File: config.mk
export PLATFORM = sky130hd
export DESIGN_NAME = count_seg7_display
export DESIGN_NICKNAME = d
export VERILOG_FILES = /design/src/rtl/count_seg7_display.sv
export SDC_FILE = /design/constraint.sdc
export NUM_CORES = 1
export LEC_CHECK = 0
export CAP_MARGIN = 20
export CORE_AREA = 2 2 81 83
export DETAILED_ROUTE_END_ITERATION = 8
export DIE_AREA = 0 0 83 85
export PLACE_DENSITY_LB_ADDON = 0.3
export SLEW_MARGIN = 20
export SYNTH_ARGS = -nofsm -noshare
export SYNTH_HDL_FRONTEND = slang
export SYNTH_SLANG_ARGS = --single-unit
File: constraint.sdc
create_clock -name clk -period 6.55 [get_ports clk]
set_clock_uncertainty 0.1 [all_clocks]
set_input_delay 1.965 -clock clk [delete_from_list [all_inputs] [get_ports clk]]
set_output_delay 1.965 -clock clk [all_outputs]
set_load 0.01 [all_outputs]
File: src/rtl/count_seg7_display.sv
// Four-digit multiplexed seven-segment driver: shows the 4-bit count in decimal and
// a 2-digit BCD count of 15->0 wraps, refreshed from a per-scan snapshot.
module count_seg7_display #(
  parameter int REFRESH_DIV = 50000
) (
  input  logic       clk,
  input  logic       rst_n,
  input  logic [3:0] count_in,
  output logic [3:0] an,
  output logic [6:0] seg,
  output logic       dp
);

  localparam int DW = (REFRESH_DIV > 2) ? $clog2(REFRESH_DIV) : 1;
  localparam logic [DW-1:0] DIV_LAST = DW'(REFRESH_DIV - 1);

  logic [DW-1:0] div_r;
  logic [1:0]    idx_r;
  logic          first_r;
  logic [3:0]    cnt_q_r, cnt_prev_r;
  logic [3:0]    wrap_tens_r, wrap_ones_r;
  logic [3:0]    snap_ct_r, snap_co_r, snap_wt_r, snap_wo_r;

  logic          wrap_s, tick_s, snap_s, blank_s;
  logic [3:0]    cnt_tens_s, cnt_ones_s, digit_s;
  logic [6:0]    seg_s;

  function automatic logic [6:0] seg7(input logic [3:0] d);
    case (d)
      4'd0:    seg7 = 7'b1000000;
      4'd1:    seg7 = 7'b1111001;
      4'd2:    seg7 = 7'b0100100;
      4'd3:    seg7 = 7'b0110000;
      4'd4:    seg7 = 7'b0011001;
      4'd5:    seg7 = 7'b0010010;
      4'd6:    seg7 = 7'b0000010;
      4'd7:    seg7 = 7'b1111000;
      4'd8:    seg7 = 7'b0000000;
      4'd9:    seg7 = 7'b0010000;
      default: seg7 = 7'b1111111;
    endcase
  endfunction

  assign wrap_s     = (cnt_prev_r == 4'd15) && (cnt_q_r == 4'd0);
  assign tick_s     = (div_r == DIV_LAST);
  assign snap_s     = first_r || (tick_s && (idx_r == 2'd3));
  assign cnt_tens_s = (cnt_q_r >= 4'd10) ? 4'd1 : 4'd0;
  assign cnt_ones_s = (cnt_q_r >= 4'd10) ? (cnt_q_r - 4'd10) : cnt_q_r;

  // Select the snapshot digit for the current scan position, with leading-zero blanking
  always_comb begin
    digit_s = 4'd0;
    blank_s = 1'b0;
    case (idx_r)
      2'd0: digit_s = snap_co_r;
      2'd1: begin
        digit_s = snap_ct_r;
        blank_s = (snap_ct_r == 4'd0);
      end
      2'd2: digit_s = snap_wo_r;
      2'd3: begin
        digit_s = snap_wt_r;
        blank_s = (snap_wt_r == 4'd0);
      end
      default: begin
        digit_s = 4'd0;
        blank_s = 1'b1;
      end
    endcase
    if (blank_s) begin
      seg_s = 7'b1111111;
    end else begin
      seg_s = seg7(digit_s);
    end
  end

  // Sampling, wrap counting, refresh scan, snapshot and registered outputs
  always_ff @(posedge clk) begin
    if (!rst_n) begin
      div_r       <= '0;
      idx_r       <= 2'd0;
      first_r     <= 1'b1;
      cnt_q_r     <= 4'd0;
      cnt_prev_r  <= 4'd0;
      wrap_tens_r <= 4'd0;
      wrap_ones_r <= 4'd0;
      snap_ct_r   <= 4'd0;
      snap_co_r   <= 4'd0;
      snap_wt_r   <= 4'd0;
      snap_wo_r   <= 4'd0;
      an          <= 4'b1111;
      seg         <= 7'b1111111;
      dp          <= 1'b1;
    end else begin
      cnt_q_r    <= count_in;
      cnt_prev_r <= cnt_q_r;
      first_r    <= 1'b0;
      if (tick_s) begin
        div_r <= '0;
        idx_r <= idx_r + 2'd1;
      end else begin
        div_r <= div_r + DW'(1);
      end
      // Snapshot sees the wrap counter before any increment on this same edge
      if (snap_s) begin
        snap_ct_r <= cnt_tens_s;
        snap_co_r <= cnt_ones_s;
        snap_wt_r <= wrap_tens_r;
        snap_wo_r <= wrap_ones_r;
      end
      if (wrap_s) begin
        if (wrap_ones_r == 4'd9) begin
          wrap_ones_r <= 4'd0;
          wrap_tens_r <= (wrap_tens_r == 4'd9) ? 4'd0 : (wrap_tens_r + 4'd1);
        end else begin
          wrap_ones_r <= wrap_ones_r + 4'd1;
        end
      end
      an  <= ~(4'b0001 << idx_r);
      seg <= seg_s;
      dp  <= (idx_r == 2'd2) ? 1'b0 : 1'b1;
    end
  end

endmodule
### Yosys cells after proc, flatten, opt, wreduce, memory -nomap -nowiden

Memory sizes are Yosys's and may differ from the RTL's. A register that Yosys moved wholly into a read port is not among the register bits.
Index checks and enable logic that the tools add are counted.

| word-level totals | value |
|---|---|
| memories kept | 1 |
| flip-flop bits (word level) | 56 |
| bits in read-only memories | 112 |

| cells by class | value |
|---|---|
| order comparisons | 1 |
| muxes and demuxes | 8 |
| reductions and logical operators | 10 |
| add/subtract/negate cells | 5 |
| equality and inequality tests | 7 |
| bitwise logic cells | 2 |
| shift-type cells | 1 |

Memory list:

| name | words | bits a word | rd ports | clocked after Yosys merged registers in | wr ports | RTL line | source |
|---|---|---|---|---|---|---|---|
| (no name shown) | 16 | 7 | 1 | 1 | 0 | 29 | `case (d)` |

Operator list:

| kind | number |
|---|---|
| $add A16 B1 Y16 const B | 1 |
| $eq A16 B16 Y1 const B | 1 |
| $pmux W4 S4 | 1 |
| $eq A4 B4 Y1 const B | 3 |
| $logic_not A4 Y1 | 3 |
| $mux W4 | 3 |
| $add A4 B1 Y4 const B | 2 |
| $eq A2 B2 Y1 const B | 2 |
| $ge A4 B4 Y1 const B | 1 |
| $not A4 Y4 | 1 |
| $reduce_or A2 Y1 | 2 |
| $shl A1 B2 Y4 const A | 1 |
| $sub A4 B4 Y4 const B | 1 |
| $mux W1 | 3 |
| $add A2 B1 Y2 const B | 1 |
| $eq A2 B1 Y1 const B | 1 |
| $logic_and A1 B1 Y1 | 2 |
| $logic_not A2 Y1 | 1 |
| $pmux W1 S2 | 1 |
| $reduce_and A2 Y1 | 1 |
| $logic_or A1 B1 Y1 | 1 |
| $not A1 Y1 | 1 |

### Longest topological paths before layout

Gate-level depths: netlist (run 1).

| depth | value |
|---|---|
| depth in word-level cells | 3 |
| mapped depth | 8 |

### Worst setup path after synthesis (run 1)

No wires, ideal clock.

| timing | value |
|---|---|
| path kind | in2reg |
| start point | input port rst_n |
| end point | register wrap_tens_r[2] |
| library setup time | 0.074 ns |
| path slack | 3.507 ns |
| arrival | 2.869 ns |
| stages | 4 |
| required time | 6.376 ns |
| path through | clkbuf_1 > inv_1 > or4_1 > o21ai_0 |

RTL lines:

| what | RTL line | source |
|---|---|---|
| from (decl) | 7 | `input logic rst_n,` |
| to (signal assigned) | 114 | `wrap_tens_r <= (wrap_tens_r == 4'd9) ? 4'd0 : (wrap_tens_r + 4'd1);` |
| to (decl) | 21 | `logic [3:0] wrap_tens_r, wrap_ones_r;` |

### Worst setup path in the final report (run 1)

| timing | value |
|---|---|
| start point | input port rst_n |
| end point | register seg[3] |

| between the ends | value |
|---|---|
| word-level cells in the longest chain between the ends | 2 |

RTL lines:

| what | RTL line | source |
|---|---|---|
| $not A1 Y1 (no source line) | n/a |  |
| $reduce_or A2 Y1 (no source line) | n/a |  |
| to (decl) | 10 | `output logic [6:0] seg,` |

No other way between the ends.
A chain may end at the register's enable or synchronous reset.

==> metrics.txt, run 1 <==
Max Clk Rate=301 MHz; Final Hold Viols=0; Setup violations, final=0; Syn Std Cell Area=2610 µm²; startpoint types=primary input; number of enable flip-flop cells after synthesis=0; layout cells sized above 1=8.04%; critical path type=primary input to flip-flop; leakage power=0.00116 µW; initial antenna violation count=0; Area Overhead vs Synth=17.7%; Final period util=50.7%; synthesized area per cell=9.13 µm²; Final Cell Area=3080 µm²; first-pass GRT wire length=8.11 mm; Synth async-reset ratio=0%; Post-synth top cells=dfxtp_1 (59), nand2_1 (37), nor2_1 (28); CTS tree=done; Nets=323; flop and latch count out of synthesis=59; Worst-Margin Slew=0.915 ns; Netlist cell types=45; Seq/Total Area, Yosys=45.2%; total global-route track usage=14.2%; post-CTS setup buffer count=0; Max Cap Viol=0; outcome=completed; WL/cell=11.9 µm; power density cells=265 nW/µm²; vias=1,938; HPWL after DPL=3.16 mm; FILL cells=595; total power=815 µW; port bufs=17; RD Place Congestion=0.768; setup TNS=0 ns; cts hold-fix bufs=0; post-CTS sizing=0; drt first-iter violations=107; Initial Util=42.1%; Yosys top cell by area=dfxtp_1; die width=83 µm; Post-Route WL=4.61 mm; RSZ-0062 raised after global routing=false; total die area=7060 µm²; min Tclk post-route=3.32 ns; die height=85 µm; worst hold path type=flip-flop to flip-flop; Max H-tree Level=3; Synthesis Warnings=0; Critical Path AT=3.42 ns; CP endpoint kind=flip-flop; clk_lat worst skew=0.33 ns; vias in the first global route=1,827; Core Region=6200 µm²; top cell type's share of synthesized area=45.2%; I/O Pins=18; Longest Clk Path Bufs=2; Pre-antenna DRT Iters=4; Num CTS Buffers=9; count leader, synth=dfxtp_1; DRC violations left=0; met3 usage=4.38%; Avg Vias per Cell=4.99; met2 Track Usage GR=21.8%; GR Util met1=18.4%; Area contributors post-synth=dfxtp_1 (45%), mux2i_1 (6.1%), nand2_1 (5.3%); Sink Count=59; GR peak layer=met2; Post-DP Area=2830 µm²; clk root buf=clkbuf_8; Synth Flop Type=dfxtp_1; Net Count, Synth=303; Worst-path clk slew=0.07 ns; pin count of the biggest net entering global routing=29; Antenna Cells=0; Slew headroom=39.0%; Site Rows=29; Worst EP required=6.65 ns; Final ANT Viol Nets=0; Slew Viols, Final=0; Cells after Synth=286; CP max FO=28; Max IR drop VDD=0.187 mV; remaining global-route overflow=0
cells in the final DEF, fill, tap and decap left out, types with 7 or more instances in the layout:
cell type         n
mux2i_1          16
o21ai_0          10
xnor2_1          14
a21oi_1          11
dfxtp_1          59
nor3_1            7
nand3_1           8
nand2_1          37
ha_1             11
nand4_1           8
inv_1            15
clkdlybuf4s50_1  17
nor2_1           28
clkbuf_8         10
per-layer routing:
metal | up-vias | wire length, µm | part of all wire (%)
li1 | 1027 | - | -
met5 | - | 0 | 0
met2 | 31 | 2000 | 43
met3 | 7 | 165 | 3.6
met1 | 873 | 2370 | 51
met4 | 0 | 81 | 1.8
metrics by stage:
stage | std cells | hold slack [ns] | setup slack (ns) | util [%]
3_5_place_dp | 372 | 0.352 | 2.87 | 45.7
6_report | 388 | 0.361 | 3.23 | 49.6
4_1_cts | 388 | 0.365 | 3.22 | 49.6
2_1_floorplan | 286 | 0.330 | 3.51 | -
5_1_grt | 388 | 0.404 | 3.06 | 49.6
3_3_place_gp | 372 | 0.343 | 2.92 | 45.7
final timing paths:
| path | start | slack, ns | cells after the start | endpoint |
|---|---|---|---|---|
| worst max-delay path | rst_n | 3.23 | 4 | seg[3]$_SDFF_PP1_ |
| worst min-delay path | snap_wo_r[0]$_SDFFE_PN0P_ | 0.36 | 2 | snap_wo_r[0]$_SDFFE_PN0P_ |
| worst max register to register | idx_r[0]$_SDFFE_PN0N_ | 4.14 | 8 | seg[6]$_SDFF_PP1_ |
| worst min register to register | snap_wo_r[0]$_SDFFE_PN0P_ | 0.36 | 2 | snap_wo_r[0]$_SDFFE_PN0P_ |
logic make-up after synthesis:
kind of cell | after synthesis | synth area share (%)
mux | 16 | 6.13
simple gates | 125 | 25.4
xor+xnor | 17 | 5.70
fa+ha+maj | 11 | 5.27
flops | 59 | 45.2
buf+inv | 24 | 4.17
compound gates | 34 | 8.14
registers in the layout, indices dropped and copies added (netlist names):
name	cells
wrap_ones_r	4
snap_co_r	4
snap_ct_r	1
an	4
seg	7
cnt_q_r	4
div_r	16
snap_wo_r	4
cnt_prev_r	4
first_r	1
snap_wt_r	4
wrap_tens_r	4
idx_r	2
worst max-delay path, cell delays in order:
cell and delay (ns):
clkdlybuf4s50_1 0.65, buf_4 0.35, and3_1 0.33, nand4_1 0.12
report_power, final:
group | internal [µW] | leakage [µW] | total, µW | switching (µW)
clock | 262 | 0.000123 | 400 | 138
combinational | 20.2 | 0.000559 | 41.5 | 21.3
sequential | 368 | 0.000481 | 373 | 5.01
final cells by class:
| type | count | area, µm² | share of cell area (%) |
|---|---|---|---|
| inverter | 15 | 56.3 | 1.83 |
| sequential | 59 | 1180 | 38.4 |
| clock inverter | 5 | 100 | 3.25 |
| multi-input combinational | 203 | 1320 | 43.0 |
| clock buffer | 11 | 141 | 4.60 |
| timing repair buffer | 18 | 178 | 5.78 |
| tap | 77 | 96.3 | 3.13 |
(Power assumes the default switching activity.)
==> run 2: changes to the inputs <==
==> constraint.sdc (replaced) <==
create_clock -name clk -period 3.05 [get_ports clk]
set_clock_uncertainty 0.1 [all_clocks]
set_input_delay 0.915 -clock clk [delete_from_list [all_inputs] [get_ports clk]]
set_output_delay 0.915 -clock clk [all_outputs]
set_load 0.01 [all_outputs]
==> metrics.txt, run 2 (same netlist as run 1, synthesis figures left out) <==
outcome=completed; Max H-tree Level=3; Top Registers=div_r (16), seg (7); RD Place Congestion=0.801; Slew headroom=58.2%; I/O Pins=18; Final period util=76.9%; clk root buf=clkbuf_8; most frequent cells in the layout=dfxtp_1 (59), nand2_1 (37), nor2_1 (28), clkdlybuf4s50_1 (17), mux2i_1 (16); Worst Reg-to-Reg Cells=8; Area Overhead vs Synth=16.8%; cts hold-fix bufs=0; reg2reg start=idx_r[0]$_SDFFE_PN0N_; Final WS setup=0.705 ns; Max Clk Rate=426 MHz; number of flip-flops in the largest register=16; vias in the first global route=1,832; power density cells=538 nW/µm²; total die area=7060 µm²; worst hold path type=flip-flop to flip-flop; FF-to-FF End=seg[6]$_SDFF_PP1_; crit path capture=seg[6]$_SDFF_PP1_; remaining global-route overflow=0; CP endpoint kind=flip-flop; Initial Util=42.1%; HPWL after DPL=3.18 mm; setup TNS=0 ns; die height=85 µm; CP max FO=8; Pre-antenna DRT Iters=4; first-pass GRT wire length=8.18 mm; Max IR drop VDD=0.301 mV; DRC violations left=0; port bufs=17; Critical Path AT=2.46 ns; RSZ-0062 raised after global routing=false; Nets=324; clk_lat worst skew=0.34 ns; dpl ws=0.621 ns; Final ANT Viol Nets=0; CTS tree=done; layout cells sized above 1=8.01%; largest reg by FF count=div_r; hold_sp=snap_wo_r[0]$_SDFFE_PN0P_; Setup violations, final=0; Post-Route WL=4.48 mm; leakage power=0.00115 µW; startpoint types=flip-flop; drt first-iter violations=123; Max Cap Viol=0; post-CTS setup buffer count=0; vias=1,928; Avg Vias per Cell=4.96; Crit. Startpoint=idx_r[0]$_SDFFE_PN0N_; WL/cell=11.5 µm; Sink Count=59; Site Rows=29; Worst EP required=3.16 ns; total global-route track usage=14.5%; Num CTS Buffers=9; die width=83 µm; min Tclk post-route=2.35 ns; Worst-path clk slew=0.07 ns; Core Region=6200 µm²; Final Hold Viols=0; initial antenna violation count=0; pin count of the biggest net entering global routing=37; Slew Viols, Final=0; post-CTS sizing=0; critical path type=flip-flop to flip-flop; Longest Clk Path Bufs=2; commonest non-fill, non-tap cell in the layout=dfxtp_1; Antenna Cells=0; worst reg2reg setup slack=0.70 ns; Worst-Margin Slew=0.621 ns
-- run 2: cell types whose count changed in the layout (fill, tap and decap cells not counted), sizes merged --
cell and delta:
buf +1, bufinv -1, clkinvlp +1
-- run 2: worst min-delay path by stage --
stage / slack (ns) / endpoint / cells past startpoint
after floorplan: 0.33 / div_r[0]$_SDFF_PP0_ / 1
after global placement: 0.35 / div_r[0]$_SDFF_PP0_ / 1
after detailed placement: 0.36 / div_r[0]$_SDFF_PP0_ / 1
after CTS: 0.37 / snap_wo_r[3]$_SDFFE_PN0P_ / 2
after global routing: 0.39 / snap_wo_r[3]$_SDFFE_PN0P_ / 2
final: 0.36 / snap_wo_r[0]$_SDFFE_PN0P_ / 2
-- run 2: final cells by class --
class / count / area (µm²)
clock buffers: 11 / 131
well taps: 77 / 96.3
inverters: 15 / 56.3
multi-input cells: 203 / 1320
flip-flops and latches: 59 / 1180
clock inverters: 5 / 77.6
fillers: 564 / 3150
repair buffers: 19 / 185
-- run 2: worst max-delay path, cell delays in order (launching register included) --
cell and delay, ns:
dfxtp_1 0.42, inv_1 0.11, ha_1 0.27, a221o_1 0.33
o21a_1 0.20, ha_1 0.22, or3_1 0.36, a21oi_1 0.12
o21ai_0 0.09
-- run 2: metal layers --
| metal | GRT usage (%) | wire (µm) | part of all wire [%] | vias to the layer above |
|---|---|---|---|---|
| met3 | 6.52 | 254 | 5.7 | 7 |
| met4 | 6.26 | 83 | 1.9 | 0 |
| met5 | 0 | 0 | 0 | - |
| met2 | 21.8 | 1880 | 42 | 38 |
| li1 | - | - | - | 1031 |
| met1 | 18.1 | 2260 | 50 | 852 |
-- run 2: metrics by stage --
| step | hold WS (ns) | cell area [µm²] | power, µW | cells | utilization (%) |
|---|---|---|---|---|---|
| 2_1_floorplan | 0.330 | 2610 | 876 | 286 | - |
| 3_3_place_gp | 0.346 | 2840 | 908 | 373 | 45.8 |
| 3_5_place_dp | 0.358 | 2840 | 910 | 373 | 45.8 |
| 4_1_cts | 0.368 | 3050 | 1670 | 389 | 49.2 |
| 5_1_grt | 0.388 | 3050 | 1710 | 389 | 49.2 |
| 6_report | 0.364 | 3050 | 1640 | 389 | 49.2 |
-- run 2: power breakdown --
group | leakage (µW) | switching [µW] | internal [µW]
Combinational | 0.000564 | 46.4 | 43.9
Sequential | 0.000481 | 10.6 | 791
Clock | 0.000103 | 291 | 457
==> run 3: changes to the inputs <==
==> constraint.sdc (replaced) <==
create_clock -name clk -period 2.16 [get_ports clk]
set_clock_uncertainty 0.1 [all_clocks]
set_input_delay 0.648 -clock clk [delete_from_list [all_inputs] [get_ports clk]]
set_output_delay 0.648 -clock clk [all_outputs]
set_load 0.01 [all_outputs]
==> metrics.txt, run 3 (same netlist as run 1, synthesis figures left out) <==
outcome=completed; power density cells=728 nW/µm²; first-pass GRT wire length=8.70 mm; Antenna Cells=0; Site Rows=29; vias=2,035; die height=85 µm; RD Place Congestion=0.797; Gate power share=5.8%; clk root buf=clkbuf_8; RSZ-0062 raised after global routing=false; Max H-tree Level=3; clock group share of total power=45.8%; Sink Count=59; Critical Path AT=2.16 ns; Final Hold Viols=0; Slew Viols, Final=0; DRC violations left=0; commonest non-fill, non-tap cell in the layout=dfxtp_1; Core Region=6200 µm²; CP max FO=4; Area Overhead vs Synth=23.0%; Net Switching=509 µW; Top Registers=div_r (16), seg (7); Longest Clk Path Bufs=2; Pre-antenna DRT Iters=4; Worst EP required=2.27 ns; setup TNS=0 ns; number of flip-flops in the largest register=16; vias in the first global route=1,931; Final Cell Area=3210 µm²; largest reg by FF count=div_r; Worst-Margin Slew=0.565 ns; Reg power frac=48.4%; die width=83 µm; P_int=1830 µW; total global-route track usage=15.3%; critical path type=flip-flop to flip-flop; clk_lat worst skew=0.34 ns; HPWL after DPL=3.47 mm; port bufs=17; Avg Vias per Cell=5.02; Setup violations, final=0; min Tclk post-route=2.05 ns; Max Cap Viol=0; startpoint types=flip-flop; drt first-iter violations=61; layout cells sized above 1=15.5%; Max IR drop VDD=0.529 mV; remaining global-route overflow=0; Slew headroom=62.2%; worst hold path type=flip-flop to flip-flop; leakage power=0.00123 µW; Sw Share=21.8%; pin count of the biggest net entering global routing=19; I/O Pins=18; cts hold-fix bufs=0; Worst-path clk slew=0.06 ns; total die area=7060 µm²; WL/cell=12.1 µm; Initial Util=42.1%; Nets=340; Final ANT Viol Nets=0; Post-Route WL=4.90 mm; worst reg2reg setup slack=0.11 ns; Max Clk Rate=488 MHz; CTS tree=done; initial antenna violation count=0; CP endpoint kind=flip-flop; most frequent cells in the layout=dfxtp_1 (57), nand2_1 (37), nor2_1 (28), clkdlybuf4s50_1 (17), buf_4 (17); Num CTS Buffers=9; Post-DP Area=2950 µm²; Final period util=94.8%
-- run 3: final timing paths --
check                                 start                   endpoint  depth (start not counted)
hold reg to reg   snap_co_r[2]$_SDFFE_PN0P_  snap_co_r[2]$_SDFFE_PN0P_                          2
setup / recovery      idx_r[0]$_SDFFE_PN0N_          seg[6]$_SDFF_PP1_                          8
setup reg to reg      idx_r[0]$_SDFFE_PN0N_          seg[6]$_SDFF_PP1_                          8
hold / removal    snap_co_r[2]$_SDFFE_PN0P_  snap_co_r[2]$_SDFFE_PN0P_                          2
-- run 3: area by class of cell --
class	count	area, µm²
clock buffers	11	131
flip-flops and latches	59	1190
well taps	77	96.3
multi-input cells	203	1360
inverters	15	56.3
fillers	588	2990
clock inverters	5	77.6
repair buffers	35	309
-- run 3: per-stage QoR --
| stage | hold slack, ns | worst slack, ns | util [%] | std cells | power [µW] |
|---|---|---|---|---|---|
| final | 0.363 | 0.111 | 51.8 | 405 | 2340 |
| after floorplan | 0.330 | 0.0129 | - | 286 | 1240 |
| after global routing | 0.386 | 0.0305 | 51.8 | 405 | 2430 |
| after global placement | 0.345 | 0.00780 | 47.5 | 387 | 1290 |
| after CTS | 0.367 | 0.0145 | 51.0 | 403 | 2370 |
| after detailed placement | 0.358 | -0.0327 | 47.5 | 387 | 1290 |
-- run 3: repair_timing --
action                     CTS  global route
setup buffers                0             2
setup endpoints to repair    1            18
gates resized for setup      3            12
pin swaps                    2             8
-- run 3: layer usage --
| layer | global-route usage [%] | share of wire, % |
|---|---|---|
| met4 | 6.26 | 1.6 |
| met1 | 19.9 | 51 |
| met3 | 5.25 | 4.7 |
| met5 | 0 | 0 |
| met2 | 23.4 | 43 |
-- run 3: worst max-delay path: stages (launching register included) --
cell and delay [ns]:
dfxtp_4 0.35, buf_4 0.13, ha_2 0.18, a221o_1 0.33
o21a_2 0.13, ha_2 0.18, or3_1 0.30, a21oi_1 0.15
o21ai_1 0.07
-- run 3: power by group through the flow --
stage	sequential (µW)	clock, µW	combinational [µW]
2_1_floorplan	1160	0	77.2
3_3_place_gp	1160	0	133
3_5_place_dp	1160	0	137
4_1_cts	1130	1100	137
5_1_grt	1140	1140	153
6_report	1130	1070	137
